## src/rtl/mem_lsu.sv

```systemverilog
// rtl/mem_lsu.sv - MEM-stage load/store unit with lane steering, load extension and pipeline stall
// Optional bus timeout abort enabled by defining LSU_TIMEOUT_EN.
module mem_lsu #(
  parameter int DATA_W         = 32,
  parameter int ADDR_W         = 32,
  parameter int TIMEOUT_CYCLES = 16
) (
  input  logic              clk,
  input  logic              rst,
  input  logic              ex_mem_valid,
  input  logic              ex_mem_load,
  input  logic              ex_mem_store,
  input  logic [1:0]        ex_mem_size,
  input  logic              ex_mem_unsigned,
  input  logic [ADDR_W-1:0] ex_mem_addr,
  input  logic [DATA_W-1:0] ex_mem_wdata,
  output logic              mem_stall,
  output logic              mem_done,
  output logic              misalign_exc,
  output logic              bus_err,
  output logic              dm_req,
  output logic              dm_we,
  output logic [ADDR_W-1:0] dm_addr,
  output logic [3:0]        dm_be,
  output logic [DATA_W-1:0] dm_wdata,
  input  logic              dm_ack,
  input  logic [DATA_W-1:0] dm_rdata,
  output logic [DATA_W-1:0] mem_DM_out
);

  typedef enum logic [1:0] {S_IDLE, S_BUSY, S_DONE} state_t;

  state_t            r_state, w_next;
  logic              r_we, r_uns;
  logic [1:0]        r_size, r_lo;
  logic              w_is_mem, w_misaligned, w_start, w_expired;
  logic [3:0]        w_be;
  logic [DATA_W-1:0] w_wdata, w_lane, w_load_data;
  logic              w_ext_b, w_ext_h;

  assign w_is_mem = ex_mem_valid & (ex_mem_load | ex_mem_store);

  always_comb begin
    w_misaligned = 1'b0;
    w_be         = 4'b1111;
    w_wdata      = ex_mem_wdata;
    case (ex_mem_size)
      2'b00: begin
        w_be    = 4'b0001 << ex_mem_addr[1:0];
        w_wdata = {4{ex_mem_wdata[7:0]}};
      end
      2'b01: begin
        w_misaligned = ex_mem_addr[0];
        w_be         = ex_mem_addr[1] ? 4'b1100 : 4'b0011;
        w_wdata      = {2{ex_mem_wdata[15:0]}};
      end
      default: w_misaligned = (ex_mem_addr[1:0] != 2'b00);
    endcase
  end

  assign w_start = w_is_mem & ~w_misaligned;

  // Captured size/offset select and extend the returned lane
  assign w_lane  = dm_rdata >> {r_lo, 3'b000};
  assign w_ext_b = ~r_uns & w_lane[7];
  assign w_ext_h = ~r_uns & w_lane[15];

  always_comb begin
    case (r_size)
      2'b00:   w_load_data = {{(DATA_W-8){w_ext_b}}, w_lane[7:0]};
      2'b01:   w_load_data = {{(DATA_W-16){w_ext_h}}, w_lane[15:0]};
      default: w_load_data = dm_rdata;
    endcase
  end

`ifdef LSU_TIMEOUT_EN
  localparam int CNT_W = $clog2(TIMEOUT_CYCLES + 1);
  logic [CNT_W-1:0] r_cnt;
  logic             r_bus_err;

  assign w_expired = (r_state == S_BUSY) & ~dm_ack & (r_cnt == CNT_W'(TIMEOUT_CYCLES - 1));
  assign bus_err   = r_bus_err;

  always_ff @(posedge clk or negedge rst) begin
    if (!rst) begin
      r_cnt     <= '0;
      r_bus_err <= 1'b0;
    end else begin
      r_bus_err <= w_expired;
      if (r_state == S_IDLE) r_cnt <= '0;
      else if (r_state == S_BUSY && !dm_ack) r_cnt <= r_cnt + 1'b1;
    end
  end
`else
  assign w_expired = 1'b0;
  assign bus_err   = (TIMEOUT_CYCLES < 0);
`endif

  always_comb begin
    w_next       = r_state;
    mem_stall    = 1'b0;
    mem_done     = 1'b0;
    misalign_exc = 1'b0;
    dm_req       = 1'b0;
    case (r_state)
      S_IDLE: begin
        mem_stall    = w_start;
        misalign_exc = w_is_mem & w_misaligned;
        if (w_start) w_next = S_BUSY;
      end
      S_BUSY: begin
        mem_stall = 1'b1;
        dm_req    = 1'b1;
        if (dm_ack || w_expired) w_next = S_DONE;
      end
      S_DONE: begin
        mem_done = 1'b1;
        w_next   = S_IDLE;
      end
      default: w_next = S_IDLE;
    endcase
  end

  assign dm_we = r_we;

  always_ff @(posedge clk or negedge rst) begin
    if (!rst) begin
      r_state    <= S_IDLE;
      r_we       <= 1'b0;
      r_uns      <= 1'b0;
      r_size     <= 2'b00;
      r_lo       <= 2'b00;
      dm_addr    <= '0;
      dm_be      <= 4'b0000;
      dm_wdata   <= '0;
      mem_DM_out <= '0;
    end else begin
      r_state <= w_next;
      if (r_state == S_IDLE && w_start) begin
        r_we     <= ex_mem_store;
        r_uns    <= ex_mem_unsigned;
        r_size   <= ex_mem_size;
        r_lo     <= ex_mem_addr[1:0];
        dm_addr  <= {ex_mem_addr[ADDR_W-1:2], 2'b00};
        dm_be    <= w_be;
        dm_wdata <= w_wdata;
      end
      if (r_state == S_BUSY && !r_we) begin
        if (dm_ack) mem_DM_out <= w_load_data;
        else if (w_expired) mem_DM_out <= '0;
      end
    end
  end

endmodule

```

## config.mk

```make
export PLATFORM = sky130hd
export DESIGN_NAME = mem_lsu
export DESIGN_NICKNAME = d
export VERILOG_FILES = /design/src/rtl/mem_lsu.sv
export SDC_FILE = /design/constraint.sdc
export NUM_CORES = 1
export LEC_CHECK = 0
export CORE_MARGIN = 2
export CORE_UTILIZATION = 25
export CTS_CLUSTER_SIZE = 12
export DETAILED_ROUTE_END_ITERATION = 12
export PLACE_DENSITY = 0.53
export SKIP_CTS_REPAIR_TIMING = 1
export SKIP_LAST_GASP = 1
export SLEW_MARGIN = 30
export SYNTH_ARGS = -nofsm -noshare
export SYNTH_HDL_FRONTEND = slang
export SYNTH_SLANG_ARGS = --single-unit
```

## constraint.sdc

```tcl
create_clock -name clk -period 3.3 [get_ports clk]
set_clock_uncertainty 0.1 [all_clocks]
set_input_delay 0.495 -clock clk [delete_from_list [all_inputs] [get_ports clk]]
set_output_delay 0.495 -clock clk [all_outputs]
set_load 0.03 [all_outputs]
```

==> reports/metrics.csv <==
metric;value;unit
worst skew pair latency;0.35;ns
Post-synth ARST share;1.00;
cell count after synthesis;460;
via/cell ratio;4.75;
total gr overflow;0;
CTS sink count;106;
unrepaired setup endpoints after global routing;no;
Synth Flop Type;dfrtp_1;
Synth Cell Area;5050;um^2
min Tclk post-route;2.78;ns
Rel. slew slack;0.479;
number of synthesis warnings;0;
CTS Root Cell;clkbuf_16;
io pins;211;
worst vdd ir;0.360;mV
DP Wirelength;11.9;mm
crit-path leading delay family;simple AND/OR/NAND/NOR gates;
Finish-stage setup viols;0;
post-route setup slack;0.524;ns
max-slew violation count;0;
setup TNS;0;ns
row cnt;51;
share of cells above drive strength 1;0.0866;
DRC;0;
WL/cell;17.7;um
CP Capture Type;output port;
Final nets;758;
Power, Total;6.38;mW
vias in the first global route;4652;
Initial Util;0.257;
n_diodes;0;
Period Utilization, post-route;0.841;
Hold Fails Final Rpt;0;
CP cell instances;clkdlybuf4s50_1, or3b_1, nor2_1, buf_4, nand2_4, nand2_1, buf_4;
die area;21300;um^2
commonest non-fill, non-tap cell in the layout;clkdlybuf4s50_1;
largest stage delay on the critical path;0.45;ns
Yosys reg bits;106;
CP arrival;2.18;ns
CP max-delay cell;clkdlybuf4s50_1;
Final ANT Viol Nets;0;
H-tree depth;3;
total number of vias;4382;
status;finished clean;
CTS tree;built;
clock buffer depth;2;
GRT Total Usage;0.152;
Req. time, crit path;2.70;ns
First DRT Iteration DRCs;236;
library cells used by synthesis;42;
CP dominant cell by count;buf_4;
Die Y;146;um
WL final;16.3;mm
Mean Syn Cell Area;11.0;um^2
Worst Hold Class;primary input to async pin;
Seq/Total Area, Yosys;0.526;
crit path kind;primary input to output port;
Initial DRT Pass Iterations;4;
CTS buffer count;9;
Worst Max-Slew Pin Slew;0.782;ns
CP Max Fanout;15;
core box area;19700;um^2
Reg clk slew, reported paths;0.07;ns
crit path buf inv count;3;
Max Cap Viol;0;
fmax;360;MHz
type of origin of the critical path;primary input;
P_leak;3.15;nW
chip width;146;um
initial antenna violation count;1;
global-route wire length before repair;25.6;mm
most frequent cells in the layout;clkdlybuf4s50_1 (204), dfrtp_1 (106), a21oi_1 (60), o21ai_0 (36);
power per cell area;830;nW/um^2
EDFF count, synth;0;
gpl congestion;0.804;
maximum number of pins on one net before global-route repair;59;
dpl ws;0.448;ns
area growth from synthesis to layout;52.3;%
number of port buffers;207;
## per-layer routing
layer,wire length (um),part of all wire,GRT usage,vias up
met4,393,0.024,0.0592,2
met2,7490,0.46,0.243,192
met5,16,0.00098,0,-
li1,-,-,-,2033
met1,6980,0.43,0.187,2128
met3,1430,0.088,0.0588,27
## Yosys cell counts (2+ instances only)
library cell | number | share of area
a21o_1 | 7 | 0.010
a21oi_1 | 60 | 0.059
a2bb2oi_1 | 7 | 0.012
and2_1 | 3 | 0.0037
buf_1 | 3 | 0.0022
buf_2 | 6 | 0.0059
buf_4 | 6 | 0.0089
buf_6 | 5 | 0.011
clkbuf_1 | 18 | 0.013
dfrtp_1 | 106 | 0.53
inv_1 | 3 | 0.0022
mux2_1 | 33 | 0.074
mux2_2 | 20 | 0.045
mux2i_1 | 33 | 0.065
nand2_1 | 19 | 0.014
nand2b_1 | 2 | 0.0025
nand3_1 | 2 | 0.0020
nand3b_1 | 9 | 0.013
nor2_1 | 33 | 0.025
nor2b_1 | 3 | 0.0037
nor3_1 | 2 | 0.0020
o21ai_0 | 36 | 0.036
o22ai_1 | 23 | 0.029
or2_2 | 2 | 0.0025
or3_1 | 2 | 0.0025
## stage by stage
stage,hold WS [ns],area (um^2),util,instances
6_report,0.116,7690,0.391,923
5_1_grt,0.162,7690,0.391,923
4_1_cts,0.141,7690,0.391,923
3_5_place_dp,0.374,7360,0.375,907
3_3_place_gp,0.365,7360,0.375,907
2_1_floorplan,0.0994,5050,-,462
## path summary, 6_finish.rpt
check,start,endpoint,slack [ns],depth (start not counted)
setup / recovery,ex_mem_valid,mem_stall,0.52,7
hold reg to reg,dm_addr[19],dm_addr[19],0.39,1
max in group asynchronous,rst,dm_wdata[14],2.22,2
hold / removal,rst,mem_DM_out[3],0.12,1
min in group clk,dm_addr[19],dm_addr[19],0.39,1
setup reg to reg,r_state[1],r_uns,0.91,5
## layout make-up
class / instances / area (um^2)
tap: 265 / 332
multi-input combinational: 315 / 2200
clock inverter: 4 / 75.1
sequential: 106 / 2650
fill: 1967 / 12000
inverter: 3 / 11.3
timing repair buffer: 218 / 2170
clock buffer: 12 / 246
## kinds of logic after synthesis
group,share of synthesized area
compound gates,0.161
other cells,0.000743
xor+xnor,0.00174
buf+inv,0.0439
mux,0.184
simple gates,0.0838
flops,0.526
## registers in the layout, indices dropped and copies added (netlist names)
register,flops
dm_be,4
dm_wdata,32
mem_DM_out,32
dm_we,1
r_state,2
r_size,2
dm_addr,30
r_uns,1
r_lo,2
## worst reg2reg max path, stage by stage (launching register included)
cell and delay (ns):
dfrtp_1 0.45, or3b_1 0.45, nor2_1 0.25, and2_2 0.33
buf_12 0.28, mux2_2 0.41
## power breakdown
group          internal, mW  total (mW)  switching, mW
Combinational          1.33        3.08           1.74
Clock                 0.687        1.17          0.486
Sequential             1.78        2.13          0.347
Total                  3.80        6.38           2.58
Power figures use the tool's default switching activity.
